$ cat src/rtl/zynet_weight_loader.sv
// Streams zyNet parameters into the layer RAMs as a flat {layer, ram, addr} write bus.
// Optional trailing checksum word: define ZYNET_LOADER_CHECKSUM_EN.
module zynet_weight_loader #(
  parameter int MEM_WORD_SIZE     = 21,
  parameter int LAYER_SELECT_BITS = 2,
  parameter int RAM_SELECT_BITS   = 8,
  parameter int RAM_ADDRESS_BITS  = 9,
  parameter int L0_RAMS  = 256,
  parameter int L0_DEPTH = 33,
  parameter int L1_RAMS  = 256,
  parameter int L1_DEPTH = 257,
  parameter int L2_RAMS  = 4,
  parameter int L2_DEPTH = 256,
  parameter int L3_RAMS  = 10,
  parameter int L3_DEPTH = 257
) (
  input  logic                     clk_i,
  input  logic                     reset_i,
  input  logic                     load_start_i,
  input  logic [MEM_WORD_SIZE-1:0] data_i,
  input  logic                     valid_i,
  output logic                     ready_o,
  output logic                     w_en_o,
  output logic [MEM_WORD_SIZE-1:0] w_data_o,
  output logic [LAYER_SELECT_BITS+RAM_SELECT_BITS+RAM_ADDRESS_BITS-1:0] w_addr_o,
  output logic                     busy_o,
  output logic                     done_o,
  output logic                     err_o
);

  localparam logic [1:0] S_IDLE  = 2'd0;
  localparam logic [1:0] S_LOAD  = 2'd1;
  localparam logic [1:0] S_CHECK = 2'd2;
  localparam logic [1:0] S_DONE  = 2'd3;

  logic [1:0]                   state;
  logic [LAYER_SELECT_BITS-1:0] layer;
  logic [RAM_SELECT_BITS-1:0]   ram;
  logic [RAM_ADDRESS_BITS-1:0]  addr;
  logic                         accept;
  logic                         ram_end;
  logic                         layer_end;
  logic                         last_word;

  function automatic logic [RAM_ADDRESS_BITS-1:0] last_addr(input logic [LAYER_SELECT_BITS-1:0] l);
    case (int'(l))
      0:       return RAM_ADDRESS_BITS'(L0_DEPTH - 1);
      1:       return RAM_ADDRESS_BITS'(L1_DEPTH - 1);
      2:       return RAM_ADDRESS_BITS'(L2_DEPTH - 1);
      default: return RAM_ADDRESS_BITS'(L3_DEPTH - 1);
    endcase
  endfunction

  function automatic logic [RAM_SELECT_BITS-1:0] last_ram(input logic [LAYER_SELECT_BITS-1:0] l);
    case (int'(l))
      0:       return RAM_SELECT_BITS'(L0_RAMS - 1);
      1:       return RAM_SELECT_BITS'(L1_RAMS - 1);
      2:       return RAM_SELECT_BITS'(L2_RAMS - 1);
      default: return RAM_SELECT_BITS'(L3_RAMS - 1);
    endcase
  endfunction

  assign ready_o   = (state == S_LOAD) || (state == S_CHECK);
  assign busy_o    = ready_o;
  assign done_o    = (state == S_DONE);
  assign accept    = valid_i && ready_o;
  assign ram_end   = (addr == last_addr(layer));
  assign layer_end = ram_end && (ram == last_ram(layer));
  assign last_word = layer_end && (layer == LAYER_SELECT_BITS'(3));

`ifdef ZYNET_LOADER_CHECKSUM_EN
  logic [MEM_WORD_SIZE-1:0] sum;
  logic                     err_q;
  assign err_o = err_q;
`else
  assign err_o = 1'b0;
`endif

  always_ff @(posedge clk_i) begin
    if (reset_i) begin
      state    <= S_IDLE;
      layer    <= '0;
      ram      <= '0;
      addr     <= '0;
      w_en_o   <= 1'b0;
      w_data_o <= '0;
      w_addr_o <= '0;
`ifdef ZYNET_LOADER_CHECKSUM_EN
      sum      <= '0;
      err_q    <= 1'b0;
`endif
    end else begin
      w_en_o <= 1'b0;
      case (state)
        S_IDLE: begin
          if (load_start_i) begin
            state <= S_LOAD;
            layer <= '0;
            ram   <= '0;
            addr  <= '0;
`ifdef ZYNET_LOADER_CHECKSUM_EN
            sum   <= '0;
            err_q <= 1'b0;
`endif
          end
        end
        // Accepted word is registered onto the write bus with its acceptance-time address.
        S_LOAD: begin
          if (accept) begin
            w_en_o   <= 1'b1;
            w_data_o <= data_i;
            w_addr_o <= {layer, ram, addr};
`ifdef ZYNET_LOADER_CHECKSUM_EN
            sum      <= sum + data_i;
`endif
            if (!ram_end) begin
              addr <= addr + RAM_ADDRESS_BITS'(1);
            end else begin
              addr <= '0;
              if (!layer_end) begin
                ram <= ram + RAM_SELECT_BITS'(1);
              end else begin
                ram   <= '0;
                layer <= layer + LAYER_SELECT_BITS'(1);
              end
            end
            if (last_word) begin
`ifdef ZYNET_LOADER_CHECKSUM_EN
              state <= S_CHECK;
`else
              state <= S_DONE;
`endif
            end
          end
        end
`ifdef ZYNET_LOADER_CHECKSUM_EN
        S_CHECK: begin
          if (accept) begin
            err_q <= (data_i != sum);
            state <= S_DONE;
          end
        end
`endif
        default: state <= S_IDLE;
      endcase
    end
  end

endmodule

$ cat config.mk
export PLATFORM = sky130hd
export DESIGN_NAME = zynet_weight_loader
export DESIGN_NICKNAME = d
export VERILOG_FILES = /design/src/rtl/zynet_weight_loader.sv
export SDC_FILE = /design/constraint.sdc
export NUM_CORES = 1
export LEC_CHECK = 0
export ABC_AREA = 1
export BUFFER_PORTS_ARGS = -buffer_cell sky130_fd_sc_hd__buf_2
export CAP_MARGIN = 20
export CELL_PAD_IN_SITES_DETAIL_PLACEMENT = 1
export CELL_PAD_IN_SITES_GLOBAL_PLACEMENT = 2
export CORE_MARGIN = 2
export CORE_UTILIZATION = 31
export CTS_CLUSTER_SIZE = 16
export DETAILED_ROUTE_END_ITERATION = 7
export GPL_ROUTABILITY_DRIVEN = 1
export PLACE_DENSITY = 0.9
export SLEW_MARGIN = 10
export SYNTH_ARGS = -nofsm -noshare
export SYNTH_HDL_FRONTEND = slang
export SYNTH_SLANG_ARGS = --single-unit
export TNS_END_PERCENT = 50
$ cat constraint.sdc
create_clock -name clk_i -period 5.1 [get_ports clk_i]
set_input_delay 0.765 -clock clk_i [delete_from_list [all_inputs] [get_ports clk_i]]
set_output_delay 0.765 -clock clk_i [all_outputs]
set_load 0.005 [all_outputs]
; Yosys cells after proc, flatten, opt, wreduce, memory -nomap -nowiden
; Index checks and enable logic that the tools add are counted.
[op_classes]
n_eq_ne = 13
muxes = 21
bitwise = 1
addsub = 3
n_reduce_logical = 14
[ops]
columns = operator, count
row1 = $pmux W9 S2, 2
row2 = $mux W8, 4
row3 = $pmux W8 S2, 2
row4 = $mux W9, 3
row5 = $mux W2, 7
row6 = $ne A2 B2 Y1 const B, 5
row7 = $add A9 B1 Y9 const B, 1
row8 = $eq A9 B9 Y1, 1
row9 = $add A8 B1 Y8 const B, 1
row10 = $eq A2 B2 Y1 const B, 4
row11 = $eq A8 B8 Y1, 1
row12 = $pmux W2 S2, 2
row13 = $reduce_and A3 Y1, 2
row14 = $reduce_and A5 Y1, 1
row15 = $eq A2 B1 Y1 const B, 2
row16 = $logic_not A2 Y1, 2
row17 = $reduce_and A4 Y1, 1
row18 = $reduce_or A2 Y1, 2
row19 = $logic_and A1 B1 Y1, 3
row20 = $add A2 B1 Y2 const B, 1
row21 = $reduce_and A2 Y1, 1
row22 = $reduce_bool A2 Y1, 1
row23 = $logic_or A1 B1 Y1, 1
row24 = $mux W1, 1
row25 = $not A1 Y1, 1
[totals]
wordCells = 59
in_bits = 25
ff_bits = 62
output_inout_bits = 45

; Logic depth before layout (Yosys ltp)
[logic_depth]
depth_word = 9
depth_mapped = 14

; Least setup slack after synthesis
; OpenSTA, ideal clock, no wires.
[synth_path]
path_kind = register to register
startpoint = register layer[0]
endpoint = register ram[3]
n_path_buf = 1
slack_ns = 3.271
path_stages_with_launch = 12
t_arrival_ns = 1.713
synth_period_minus_slack_ns = 1.829
setup_time_ns = 0.116
path_cell_list = dfxtp_1 > inv_1 > ha_1 > buf_6 > nor2_1 > nand2_1 > o21ai_2 > nand2_4 > a21oi_4 > nand2_2 > nand2_2 > nor2_1
[synth_between]
elab_chain_cells = 9
[synth_lines]
columns = element, line_no
row1 = from (decl), 37  ; logic [LAYER_SELECT_BITS-1:0] layer;
row2 = from (signal assigned), 124  ; layer <= layer + LAYER_SELECT_BITS'(1);
row3 = $eq A2 B1 Y1 / $logic_not A2 Y1 (equally long branches), "55, 46"
row4 = $reduce_or A2 Y1 (no source line), --
row5 = $pmux W8 S2, 55  ; case (int'(l))
row6 = $eq A8 B8 Y1, 68  ; assign layer_end = ram_end && (ram == last_ram(layer));
row7 = $logic_and A1 B1 Y1, 68
row8 = $mux W8, 120  ; if (!layer_end) begin
row9 = $mux W8, 116  ; if (!ram_end) begin
row10 = $mux W8, 109  ; if (accept) begin
row11 = $pmux W8 S2, 94  ; case (state)
row12 = to (signal assigned), 121  ; ram <= ram + RAM_SELECT_BITS'(1);
row13 = to (decl), 38  ; logic [RAM_SELECT_BITS-1:0] ram;
; Several ways; a longest one is shown, not always the timed one. The select of a mux whose other input is x is not followed.
; A chain may end at the register's enable or synchronous reset.

; Final worst setup path
[layout_path]
startpoint = register state[1]
endpoint = register w_addr_o[18]
[layout_between]
elab_chain_cells = 4
[layout_lines]
columns = element, line_no
row1 = from (decl), 36  ; logic [1:0] state;
row2 = from (signal assigned), 81  ; state <= S_IDLE;
row3 = from (signal assigned), 97  ; state <= S_LOAD;
row4 = from (signal assigned), 131  ; state <= S_DONE;
row5 = $eq A2 B1 Y1 / $eq A2 B2 Y1 (equally long branches), "63, 94"
row6 = $logic_or A1 B1 Y1, 63  ; assign ready_o = (state == S_LOAD) || (state == S_CHECK);
row7 = $logic_and A1 B1 Y1, 66  ; assign accept = valid_i && ready_o;
row8 = $reduce_and A2 Y1 (no source line) (*), --
row9 = to (signal assigned), 112  ; w_addr_o <= {layer, ram, addr};
row10 = to (decl), 25  ; output logic [LAYER_SELECT_BITS+RAM_SELECT_BITS+RAM_ADDRESS_BITS-1:0] w_addr_o,
; Every way passes the cells marked *; elsewhere a longest branch is shown, timed or not.

==> impl_summary.log <==
[metrics] post-route worst setup slack: around 2.5 ns
[metrics] peak ir drop on the vdd network: 0.000161 V
[metrics] element type at the critical path end: register
[metrics] largest net degree at the start of global routing: 56
[metrics] TritonCTS buffer count: 9
[metrics] register area: between 1000 and 1500 um^2
[metrics] critical path start-end classification: register to register
[metrics] number of levels in the clock H-tree: 3
[metrics] setup slack after placement: around 2.4 ns
[metrics] root buffer cell: clkbuf_8
[metrics] LEAKAGE: 1.60 nW
[metrics] number of ports placed on the die boundary: 70
[metrics] cells resized by post-CTS repair: 0
[metrics] post-route antenna net violation count: 0
[metrics] Syn Area/Cell: around 7.4 um^2
[metrics] number of buffers inserted by post-CTS setup repair: 0
[metrics] clock latency reported for the late side of the worst-skew pair: about 0.34 ns
[metrics] Seq/Total Area, Yosys: between 40% and 50%
[metrics] async set-reset flop share out of synthesis: 0%
[metrics] Placed Instance Area: about 3300 um^2
[metrics] detail-routed via count per cell: about 4.7
[metrics] Max stage delay cell, worst path: inv_2
[metrics] core occupancy in the finished layout: a little under two fifths
[metrics] RD Place Congestion: ~0.8
[metrics] unrepaired setup endpoints after global routing: no
[metrics] share of layout cells above drive strength 1: 21.6%
[metrics] area of all placed cells without fillers: ~3400 um^2
[metrics] number of global-route vias before repair: about 2.8k
[metrics] share of power burned in registers: roughly 39%
[metrics] cell accounting for the most synthesized area: dfxtp_1
[metrics] overall fraction of global-route tracks in use: between 10% and 20%
[metrics] Initial Utilization: 31.6%
[metrics] Post-Syn Nets: about 430
[metrics] setup slack of the most critical reg-to-reg path: approximately 2.5 ns
[metrics] post-CTS clock slew at the launch and capture registers of the worst setup and hold paths: 0.07 ns
[metrics] multi-input combinational cell area: between 1000 and 1500 um^2
[metrics] switching part of the total: about two fifths
[metrics] number of hold-repair buffers added at the cts stage: 0
[metrics] Hold Violations, Final: 0
[metrics] clock tree skew after final layout: ~0.011 ns
[metrics] minimum period implied by the final worst setup slack: between 2 and 3 ns
[metrics] Max clock buf depth: 2
[metrics] required time at the endpoint of the critical path: around 5.4 ns
[metrics] commonest non-fill, non-tap cell in the layout: nor2_1
[metrics] CTS tree: done
[metrics] number of flops mapped to enable cells by yosys: 0
[metrics] classification of the worst-slack hold path: register to register
[metrics] area share of the largest cell type after synthesis: 43.0%
[metrics] std cell rows: 35
[metrics] final HPWL from detailed placement: 5490 um
[metrics] total of warnings raised by yosys: 0
[metrics] nets: 490
[metrics] switching power total: around 0.00067 W
[metrics] Die Ht: about 100 um
[metrics] slowest cell delay on critical path: roughly 0.8 ns
[metrics] sum of negative setup slack: 0 ns
[metrics] dominant cells by area after synthesis: dfxtp_1, nor2_1, nand2_1
[metrics] max-capacitance violation count: 0
[metrics] number of detailed-routing iterations run before antenna repair: 4
[metrics] crit path max fanout: 55
[metrics] vias post-DR: approximately 2.6k
[metrics] part of the cycle the worst path needs: about half
[metrics] cell family contributing the most delay on the critical path: buffers and inverters
[metrics] run status: finished, final reports clean
[metrics] Max Clock Freq: approximately 380 MHz
[metrics] number of DRC markers after the initial detailed-route iteration: 51
[metrics] post-detailed-routing wire length: approximately 7500 um
[metrics] number of fill cells: approximately 1.2k
[metrics] P per Cell Area: about 480 nW/um^2
[metrics] DRC Markers: 0
[metrics] DR WL/cell: approximately 13 um
[metrics] Synth Instances: roughly 390
[metrics] total core area: between 9000 and 10000 um^2
[metrics] GR Overflow Total: 0
[metrics] wire length of the first global-routing pass: around 13000 um
[metrics] Area growth, synth to finish: 18.7%
[metrics] Synth cell types: 33
[metrics] Comb pwr share: approximately 39%
[metrics] slew margin rel.: a little under half
[metrics] Clk pwr share: between 20% and 30%
[metrics] most frequent cells in the layout: nor2_1, buf_2, dfxtp_1
[metrics] cell internal pwr: just under 0.001 W
[metrics] number of antenna violations at the first check in global routing: 0
[metrics] chain of cells forming the critical path: inv_1 -> ha_1 -> nand2_1 -> inv_2 -> o21ai_0 -> a21oi_1
[metrics] flip-flop and latch count after synthesis: 62
[metrics] antenna diode count: 0
[metrics] Data arrival, critical path: slightly below 3 ns
[metrics] Pins Over Slew Limit: 0
[metrics] Cell Area, Synth: between 2000 and 3000 um^2
[metrics] number of buffers and inverters on the critical path: 2
[metrics] number of port buffers: 68
[metrics] total number of clock tree sinks: 62
[metrics] worst-margin pin slew: approximately 0.82 ns
[metrics] Chip Width: between 100 and 150 um
[metrics] most used flip-flop cell after synthesis: dfxtp_1
[metrics] overall die area: ~10000 um^2
[metrics] final-report setup violation count: 0
[metrics] category of the worst setup path launch point: register
## worst min-delay path: cells and delay by family, from the launching register on
kind | cells | cell delay [ns]
DFF | 1 | 0.32
and+or+nand+nor | 2 | 0.12
## synthesized netlist by cell type, types with 3 or more instances
library cell / instances
a21oi_1: 25
dfxtp_1: 62
buf_4: 4
nor3_1: 9
ha_1: 11
nand2_2: 5
xor2_1: 12
nand3_1: 12
clkbuf_1: 11
nand2_1: 57
inv_1: 31
nor2_1: 84
o21ai_0: 41
nor2_2: 3
## power groups by stage
stage	Sequential [W]	Clock, W	Combinational, W
after floorplan	0.000637	0	0.000469
after global placement	0.000638	0	0.000621
after detailed placement	0.000642	0	0.000645
after CTS	0.000632	0.000377	0.000651
after global routing	0.000644	0.000402	0.000735
final	0.000630	0.000368	0.000634
## final timing paths
path	end	from	depth (start not counted)
max	w_addr_o[18]	state[1]	6
min	w_data_o[20]	w_data_o[20]	2
max reg2reg	w_addr_o[18]	state[1]	6
min reg2reg	w_data_o[20]	w_data_o[20]	2
## cells by family (layout without fill, tap and decap cells)
family	count (synthesis)	count (layout)	synth area share [%]
buffers and inverters	52	117	7.84
DFF	62	62	43.0
adders and majority gates	11	11	4.76
and+or+nand+nor	178	178	26.0
AOI/OAI and AO/OA	75	75	14.1
xor gates and xnor gates	14	14	4.24
other	1	1	0.130
## state kept, by name, indices dropped and copies added (netlist names)
name,flops
state,2
ram,8
addr,9
w_addr_o,19
layer,2
w_en_o,1
w_data_o,21
## metrics by stage
step / std cells / hold slack [ns] / power, W
after global placement: 554 / 0.461 / 0.00126
final: 569 / 0.481 / 0.00163
after CTS: 569 / 0.486 / 0.00166
after global routing: 569 / 0.515 / 0.00178
after floorplan: 393 / 0.451 / 0.00111
after detailed placement: 554 / 0.468 / 0.00129
## cell type report
cell class / count / share of cell area (%)
Clock inverter: 5 / 0.803
Clock buffer: 10 / 3.72
Sequential cell: 62 / 36.2
Inverter: 33 / 3.61
Timing Repair Buffer: 69 / 10.1
Tap cell: 111 / 4.05
Multi-Input combinational cell: 279 / 41.5
## metal layers
metal  routed length [um]  vias up  track usage, %
met3                  363        7            4.65
met1                 3430     1228            19.8
met5                    0        -               0
li1                     -     1366               -
met4                   52        0            4.53
met2                 3660       47            27.5
Power figures use the tool's default switching activity.
